$ cat src/rtl/renode_ahb_pkg.sv
// Shared types and helpers for the posted-write AHB subordinate.
package renode_ahb_pkg;

    typedef enum logic [1:0] {
        HTRANS_IDLE   = 2'b00,
        HTRANS_BUSY   = 2'b01,
        HTRANS_NONSEQ = 2'b10,
        HTRANS_SEQ    = 2'b11
    } htrans_e;

    typedef enum logic {
        HRESP_OKAY  = 1'b0,
        HRESP_ERROR = 1'b1
    } hresp_e;

    typedef enum logic [2:0] {
        ST_IDLE,
        ST_WDATA,
        ST_RD_DRAIN,
        ST_RD_REQ,
        ST_RD_WAIT,
        ST_RD_DONE,
        ST_ERR1,
        ST_ERR2
    } state_e;

    localparam int unsigned MaxStrbW = 128;

    // 2^size ones shifted up to the byte lane selected by the address offset.
    function automatic logic [MaxStrbW-1:0] strb_gen(input logic [6:0] offset,
                                                     input logic [2:0] size);
        logic [MaxStrbW-1:0] ones;
        ones = (MaxStrbW'(1) << (8'd1 << size)) - MaxStrbW'(1);
        return ones << offset;
    endfunction

endpackage

$ cat src/rtl/renode_sync_fifo.sv
// Synchronous FIFO with occupancy count; a pop frees a slot from the next cycle.
module renode_sync_fifo
    import renode_ahb_pkg::*;
#(
    parameter int unsigned Width = 8,
    parameter int unsigned Depth = 4,
    localparam int unsigned CntW = $clog2(Depth) + 1
) (
    input  logic             clk,
    input  logic             rst,
    input  logic             push,
    input  logic             pop,
    input  logic [Width-1:0] din,
    output logic [Width-1:0] dout,
    output logic             full,
    output logic             empty,
    output logic [CntW-1:0]  count
);
    localparam int unsigned PtrW = $clog2(Depth);

    logic [Width-1:0] mem [Depth];
    logic [PtrW-1:0]  wr_ptr;
    logic [PtrW-1:0]  rd_ptr;
    logic             do_push;
    logic             do_pop;

    assign full    = (count == CntW'(Depth));
    assign empty   = (count == '0);
    assign do_push = push & ~full;
    assign do_pop  = pop & ~empty;
    assign dout    = mem[rd_ptr];

    always_ff @(posedge clk or posedge rst) begin
        if (rst) begin
            wr_ptr <= '0;
            rd_ptr <= '0;
            count  <= '0;
        end else begin
            if (do_push) wr_ptr <= wr_ptr + PtrW'(1);
            if (do_pop)  rd_ptr <= rd_ptr + PtrW'(1);
            count <= count + CntW'(do_push) - CntW'(do_pop);
        end
    end

    always_ff @(posedge clk) begin
        if (do_push) mem[wr_ptr] <= din;
    end

endmodule

$ cat src/rtl/renode_ahb_posted_subordinate.sv
// AHB-Lite subordinate: posted zero-wait writes, ordered reads, valid/ready backend port.
//  state     | meaning
//  IDLE      | no data phase in progress
//  WDATA     | write data phase; stalls only while the posted-write FIFO is full
//  RD_DRAIN  | read held until FIFO is empty and every write response has returned
//  RD_REQ    | read request presented to the backend
//  RD_WAIT   | read request accepted, awaiting response
//  RD_DONE   | read data returned with OKAY
//  ERR1/ERR2 | two-cycle ERROR response
module renode_ahb_posted_subordinate
    import renode_ahb_pkg::*;
#(
    parameter int unsigned AddressWidth   = 32,
    parameter int unsigned DataWidth      = 32,
    parameter int unsigned WriteFifoDepth = 4
) (
    input  logic                    hclk,
    input  logic                    hreset,
    input  logic                    hsel,
    input  logic                    hready,
    input  logic [AddressWidth-1:0] haddr,
    input  logic [1:0]              htrans,
    input  logic                    hwrite,
    input  logic [2:0]              hsize,
    input  logic [DataWidth-1:0]    hwdata,
    output logic                    hreadyout,
    output logic                    hresp,
    output logic [DataWidth-1:0]    hrdata,
    output logic                    req_valid,
    input  logic                    req_ready,
    output logic                    req_write,
    output logic [AddressWidth-1:0] req_addr,
    output logic [DataWidth/8-1:0]  req_strb,
    output logic [DataWidth-1:0]    req_wdata,
    input  logic                    rsp_valid,
    input  logic [DataWidth-1:0]    rsp_rdata,
    input  logic                    rsp_error,
    output logic                    write_error
);
    localparam int unsigned StrbW = DataWidth / 8;
    localparam int unsigned FifoW = AddressWidth + StrbW + DataWidth;
    localparam int unsigned CntW  = $clog2(WriteFifoDepth) + 1;
    localparam int unsigned PendW = $clog2(WriteFifoDepth) + 1;
    localparam logic [PendW-1:0] PendMax = PendW'(WriteFifoDepth);

    state_e                  state;
    state_e                  state_nxt;
    hresp_e                  resp;
    logic [AddressWidth-1:0] ctx_addr;
    logic [StrbW-1:0]        ctx_strb;
    logic [PendW-1:0]        pend;

    logic                    accept;
    logic                    can_accept;
    logic                    ctx_load;
    logic                    addr_invalid;
    logic [AddressWidth-1:0] size_mask;
    logic [6:0]              addr_off;
    logic [StrbW-1:0]        addr_strb;

    logic                    fifo_push;
    logic                    fifo_pop;
    logic [FifoW-1:0]        fifo_din;
    logic [FifoW-1:0]        fifo_dout;
    logic                    fifo_full;
    logic                    fifo_empty;
    logic [CntW-1:0]         fifo_count;
    logic [AddressWidth-1:0] head_addr;
    logic [StrbW-1:0]        head_strb;
    logic [DataWidth-1:0]    head_wdata;

    logic                    rd_req;
    logic                    wr_req;
    logic                    wr_rsp;

    assign accept = hsel & hready &
                    ((htrans == HTRANS_NONSEQ) || (htrans == HTRANS_SEQ));

    assign size_mask    = AddressWidth'((8'd1 << hsize) - 8'd1);
    assign addr_invalid = ((9'd1 << hsize) > 9'(StrbW)) || ((haddr & size_mask) != '0);
    assign addr_off     = 7'(haddr & AddressWidth'(StrbW - 1));
    assign addr_strb    = StrbW'(strb_gen(addr_off, hsize));
    assign ctx_load     = can_accept & accept;

    assign fifo_din = {ctx_addr, ctx_strb, hwdata};
    assign {head_addr, head_strb, head_wdata} = fifo_dout;

    // Popped writes are bounded so the response counter cannot overflow.
    assign wr_req = (fifo_count != '0) && (pend != PendMax);
    assign wr_rsp = rsp_valid && (pend != '0);
    assign hresp  = resp;

    renode_sync_fifo #(
        .Width (FifoW),
        .Depth (WriteFifoDepth)
    ) u_wr_fifo (
        .clk   (hclk),
        .rst   (hreset),
        .push  (fifo_push),
        .pop   (fifo_pop),
        .din   (fifo_din),
        .dout  (fifo_dout),
        .full  (fifo_full),
        .empty (fifo_empty),
        .count (fifo_count)
    );

    always_ff @(posedge hclk or posedge hreset) begin
        if (hreset) begin
            state       <= ST_IDLE;
            ctx_addr    <= '0;
            ctx_strb    <= '0;
            pend        <= '0;
            write_error <= 1'b0;
            hrdata      <= '0;
        end else begin
            state <= state_nxt;
            if (ctx_load) begin
                ctx_addr <= haddr;
                ctx_strb <= addr_strb;
            end
            pend <= pend + PendW'(fifo_pop) - PendW'(wr_rsp);
            if (wr_rsp && rsp_error) write_error <= 1'b1;
            if ((state == ST_RD_WAIT) && rsp_valid) hrdata <= rsp_rdata;
        end
    end

    always_comb begin
        state_nxt  = state;
        hreadyout  = 1'b1;
        resp       = HRESP_OKAY;
        can_accept = 1'b0;
        fifo_push  = 1'b0;
        rd_req     = 1'b0;
        case (state)
            ST_IDLE: can_accept = 1'b1;
            ST_WDATA: begin
                hreadyout  = ~fifo_full;
                fifo_push  = ~fifo_full;
                can_accept = ~fifo_full;
            end
            ST_RD_DRAIN: begin
                hreadyout = 1'b0;
                if (fifo_empty && (pend == '0)) state_nxt = ST_RD_REQ;
            end
            ST_RD_REQ: begin
                hreadyout = 1'b0;
                rd_req    = 1'b1;
                if (req_ready) state_nxt = ST_RD_WAIT;
            end
            ST_RD_WAIT: begin
                hreadyout = 1'b0;
                if (rsp_valid) state_nxt = rsp_error ? ST_ERR1 : ST_RD_DONE;
            end
            ST_RD_DONE: can_accept = 1'b1;
            ST_ERR1: begin
                hreadyout = 1'b0;
                resp      = HRESP_ERROR;
                state_nxt = ST_ERR2;
            end
            ST_ERR2: begin
                resp       = HRESP_ERROR;
                can_accept = 1'b1;
            end
            default: state_nxt = ST_IDLE;
        endcase
        if (can_accept) begin
            if (accept) begin
                if (addr_invalid) state_nxt = ST_ERR1;
                else if (hwrite)  state_nxt = ST_WDATA;
                else              state_nxt = ST_RD_DRAIN;
            end else begin
                state_nxt = ST_IDLE;
            end
        end
    end

    always_comb begin
        req_valid = 1'b0;
        req_write = 1'b0;
        req_addr  = '0;
        req_strb  = '0;
        req_wdata = '0;
        fifo_pop  = 1'b0;
        if (rd_req) begin
            req_valid = 1'b1;
            req_addr  = ctx_addr;
            req_strb  = ctx_strb;
        end else if (wr_req) begin
            req_valid = 1'b1;
            req_write = 1'b1;
            req_addr  = head_addr;
            req_strb  = head_strb;
            req_wdata = head_wdata;
            fifo_pop  = req_ready;
        end
    end

endmodule

$ cat config.mk
export PLATFORM = sky130hd
export DESIGN_NAME = renode_ahb_posted_subordinate
export DESIGN_NICKNAME = d
export VERILOG_FILES = /design/src/rtl/renode_ahb_pkg.sv /design/src/rtl/renode_sync_fifo.sv /design/src/rtl/renode_ahb_posted_subordinate.sv
export SDC_FILE = /design/constraint.sdc
export NUM_CORES = 1
export LEC_CHECK = 0
export CORE_MARGIN = 10
export CORE_UTILIZATION = 30
export DETAILED_ROUTE_END_ITERATION = 16
export HOLD_SLACK_MARGIN = 0.03
export PLACE_DENSITY = 0.54
export SYNTH_ARGS = -nofsm -noshare
export SYNTH_HDL_FRONTEND = slang
export SYNTH_SLANG_ARGS = --single-unit
export TNS_END_PERCENT = 20
$ cat constraint.sdc
create_clock -name hclk -period 5.3 [get_ports hclk]
set_clock_uncertainty 0.15 [all_clocks]
set_input_delay 1.59 -clock hclk [delete_from_list [all_inputs] [get_ports hclk]]
set_output_delay 1.59 -clock hclk [all_outputs]
set_load 0.05 [all_outputs]
==> run_results.csv <==
group,metric,value,unit
outcome,outcome,"complete, no violations",
logic_synthesis,post_synth_inst_count,775,
logic_synthesis,synth_seq_cells,354,
worst_setup_path,critical_path_class,"reg -> out",
sta,unrepaired_setup_endpoints_after_global_routing,"false",
clock_network,clock_tree.htree_level_count,2,
worst_setup_path,worst_setup_path_start,"state[1]",
worst_setup_path,critical_path.endpoint_type,"output pin",
sta,timing.setup.tns,0,ns
route,routed_wirelength,33800,µm
clock_network,worst_skew_pair.late_latency,0.55,ns
route,via_per_inst,4.64,
logic_synthesis,avgSynthCellArea,18.0,µm²
sta,worst_slew_margin_rel,0.340,
worst_setup_path,critical_path.cell_chain,"nor2b_1 > and2_2 > buf_4 > a22o_1 > clkdlybuf4s50_1",
sta,finalMaxSlewViolations,0,
route,drc,0,
logic_synthesis,postSynth.topFlopCell,"sky130_fd_sc_hd__edfxtp_1",
worst_setup_path,regToRegSetupSlack,2.24,ns
route,drt_first_iter_violations,466,
floorplanning,die_area,55600,µm²
worst_setup_path,worst_ep_arrival_time,3.06,ns
power_and_ir_drop,power_density,707,nW/µm²
grt,wire_length_of_the_first_global_routing_pass,51800,µm
sta,layout_min_cycle_time,4.80,ns
power_and_ir_drop,vdd_ir_drop_max,495,µV
clock_network,clockBufferDepth,3,
placed_design,numPortBuffers,212,
worst_setup_path,start_kind,"flip-flop",
final_layout,layout-area-overhead-vs-synth,29.0,%
floorplanning,rows,78,
worst_setup_path,crit_path_top_delay_cell,"sky130_fd_sc_hd__clkdlybuf4s50_1",
placed_design,place.gp.congestion,0.695,
worst_hold_path,hp-class,"reg -> reg",
clock_network,cts_resized,0,
clock_network,cts_setup_buffers,0,
placed_design,detailedPlace.worstSlack,1.02,ns
clock_network,cts.sink_count,354,
sta,final_critical_path_setup_slack,0.496,ns
sta,setup_viol,0,
sta,max_freq,208,MHz
worst_hold_path,hp-start,"write_error",
clock_network,tritoncts.num_buffers,41,
worst_setup_path,regToRegEndpoint,"u_wr_fifo.count[2]",
grt,globalRouteTotalUtil,0.120,
floorplanning,die_x,236,µm
power_and_ir_drop,total_leakage_power,6.51,nW
floorplanning,initial_utilization,0.306,
logic_synthesis,synth_area,14000,µm²
logic_synthesis,post_synth_main_area_contributors,"sky130_fd_sc_hd__edfxtp_1 (59%), sky130_fd_sc_hd__dfrtp_1 (15%), sky130_fd_sc_hd__mux4_2 (11%)",
placed_design,detailed_place_hpwl,20900,µm
floorplanning,die_h,236,µm
final_layout,filler_cell_count,4236,
grt,initial_antenna_violation_count,0,
logic_synthesis,seq_area_frac_synth,0.732,
final_layout,drive_above_1_share,0.219,
worst_setup_path,rr_worst_depth,13,
floorplanning,io-pin-count,214,
clock_network,tritoncts,"yes",
final_layout,fin_nets,1126,
worst_setup_path,critPathMaxFanout,21,
logic_synthesis,netlist.top_cell.by_area,"sky130_fd_sc_hd__edfxtp_1",
clock_network,worst_setup_hold_path_clk_slew,0.06,ns
floorplanning,design.core.area,45700,µm²
route,drt_first_pass_iters,5,
grt,pin_count_of_the_biggest_net_entering_global_routing,69,
clock_network,count_of_hold_fix_buffers_inserted_at_cts,0,
route,detailroute.via_count,7598,
clock_network,cts_root_buffer,"sky130_fd_sc_hd__clkbuf_16",
grt,grt_overflow_total,0,
power_and_ir_drop,post-layout-total-power,0.0127,W
grt,number_of_global_route_vias_before_repair,8390,
worst_hold_path,timing.hold.worst_endpoint,"write_error",
logic_synthesis,ys.warnings.count,0,
sta,fin_crit_sh,0.906,
worst_hold_path,worstHoldPathCells,1,
logic_synthesis,synth_edf_count,272,
route,ant_nets,0,
logic_synthesis,ys_async_sr_fraction,0.232,
sta,worst-slew-pin-transition,0.991,ns
logic_synthesis,synthDominantCellAreaShare,0.585,
sta,report.final.hold_viol_count,0,
worst_setup_path,rr_startpoint,"state[1]",
final_layout,antenna_cells,0,
logic_synthesis,post_synth_num_cell_types,41,
worst_setup_path,worst-endpoint-required,3.56,ns
logic_synthesis,mappedNetlistNets,896,
route,routed_wire_per_std_cell,20.6,µm
worst_setup_path,max_stage_delay,0.81,ns
job,max_cap_violations,0,
-- Yosys cell counts (3+ instances only) --
library cell,n
sky130_fd_sc_hd__nor2_1,8
sky130_fd_sc_hd__mux4_2,68
sky130_fd_sc_hd__a21oi_1,6
sky130_fd_sc_hd__nand2_1,106
sky130_fd_sc_hd__buf_4,7
sky130_fd_sc_hd__xnor2_1,7
sky130_fd_sc_hd__and2_1,39
sky130_fd_sc_hd__a31oi_1,3
sky130_fd_sc_hd__inv_1,16
sky130_fd_sc_hd__edfxtp_1,272
sky130_fd_sc_hd__nand2b_1,3
sky130_fd_sc_hd__o21ai_0,6
sky130_fd_sc_hd__a22o_1,36
sky130_fd_sc_hd__nor3_1,5
sky130_fd_sc_hd__buf_2,14
sky130_fd_sc_hd__clkbuf_1,20
sky130_fd_sc_hd__nor2b_1,7
sky130_fd_sc_hd__ha_1,10
sky130_fd_sc_hd__a21o_1,3
sky130_fd_sc_hd__mux2_2,31
sky130_fd_sc_hd__dfrtp_1,82
-- layout make-up --
type                    instances  area [µm²]  share of cell area
clock buffers                  52        1110              0.0615
clock inverters                23         159             0.00883
inverters                      16        62.6             0.00347
multi-input cells             363        3510               0.195
flip-flops and latches        354       10200               0.568
well taps                     600         751              0.0417
repair buffers                229        2190               0.122
-- cells by family after synthesis --
group	Yosys count	synth area share
fa+ha+maj	12	0.0118
mux	100	0.136
buf+inv	58	0.0187
compound gates	68	0.0387
flops	354	0.732
simple gates	176	0.0588
xor+xnor	7	0.00439
-- metrics by stage --
step / std cells / cell area [µm²] / utilization / hold slack, ns
finish: 1637 / 18000 / 0.394 / 0.303
global route: 1637 / 18000 / 0.394 / 0.354
CTS: 1637 / 18000 / 0.394 / 0.308
detailed placement: 1562 / 16700 / 0.366 / 0.293
global placement: 1562 / 16700 / 0.366 / 0.295
floorplan: 775 / 14000 / - / 0.346
-- routing by layer --
layer,vias up,GRT usage,share of wire
met3,47,0.0407,0.076
met5,-,0,0
met1,3864,0.156,0.45
li1,3461,-,-
met2,226,0.185,0.45
met4,0,0.0368,0.020
-- sequential cells by signal, summed over array words and instances, names as in the netlist --
register / count
u_wr_fifo.mem: 272
ctx_addr: 32
hrdata: 32
ctx_strb: 4
pend: 3
state: 3
u_wr_fifo.count: 3
u_wr_fifo.rd_ptr: 2
u_wr_fifo.wr_ptr: 2
write_error: 1
-- where the power goes --
| group | total (W) | internal [W] | switching [W] |
|---|---|---|---|
| clock | 0.00264 | 0.00153 | 0.00111 |
| sequential | 0.00424 | 0.00375 | 0.000491 |
| combinational | 0.00584 | 0.00213 | 0.00371 |
-- worst max path at each step --
stage / slack [ns] / endpoint / depth (start not counted)
floorplan: 1.38 / req_wdata[0] / 5
global placement: 1.04 / req_addr[4] / 4
detailed placement: 1.02 / req_addr[9] / 4
CTS: 0.41 / req_addr[9] / 4
global route: 0.34 / req_addr[4] / 4
finish: 0.50 / req_strb[0] / 5
-- placed cells by master, fill, tap and decap left out, types with 3 or more instances in the layout --
| cell type | instances |
|---|---|
| sky130_fd_sc_hd__edfxtp_1 | 272 |
| sky130_fd_sc_hd__nor3_1 | 5 |
| sky130_fd_sc_hd__nor2_1 | 7 |
| sky130_fd_sc_hd__nand2_1 | 106 |
| sky130_fd_sc_hd__inv_1 | 15 |
| sky130_fd_sc_hd__mux2_2 | 31 |
| sky130_fd_sc_hd__clkinvlp_4 | 4 |
| sky130_fd_sc_hd__inv_6 | 3 |
| sky130_fd_sc_hd__a21oi_1 | 6 |
| sky130_fd_sc_hd__ha_1 | 10 |
| sky130_fd_sc_hd__clkinv_1 | 5 |
| sky130_fd_sc_hd__clkbuf_16 | 41 |
| sky130_fd_sc_hd__nand2b_1 | 3 |
| sky130_fd_sc_hd__and2_1 | 34 |
| sky130_fd_sc_hd__dfrtp_1 | 80 |
| sky130_fd_sc_hd__nor2b_1 | 7 |
| sky130_fd_sc_hd__mux4_2 | 68 |
| sky130_fd_sc_hd__clkbuf_1 | 7 |
| sky130_fd_sc_hd__buf_4 | 49 |
| sky130_fd_sc_hd__clkbuf_8 | 4 |
| sky130_fd_sc_hd__a31oi_1 | 3 |
| sky130_fd_sc_hd__a22o_1 | 36 |
| sky130_fd_sc_hd__a21o_1 | 3 |
| sky130_fd_sc_hd__clkdlybuf4s50_1 | 178 |
| sky130_fd_sc_hd__clkinv_2 | 9 |
| sky130_fd_sc_hd__and2_4 | 4 |
| sky130_fd_sc_hd__o21ai_0 | 6 |
| sky130_fd_sc_hd__xnor2_1 | 7 |
-- worst max-delay path, delay by kind of cell (launching register included) --
family,cells,cell delay [ns]
buffers and inverters,2,1.14
AND/OR/NAND/NOR,2,0.71
flip-flops,1,0.43
AO/OA/AOI/OAI,1,0.22
Power figures use the tool's default switching activity.
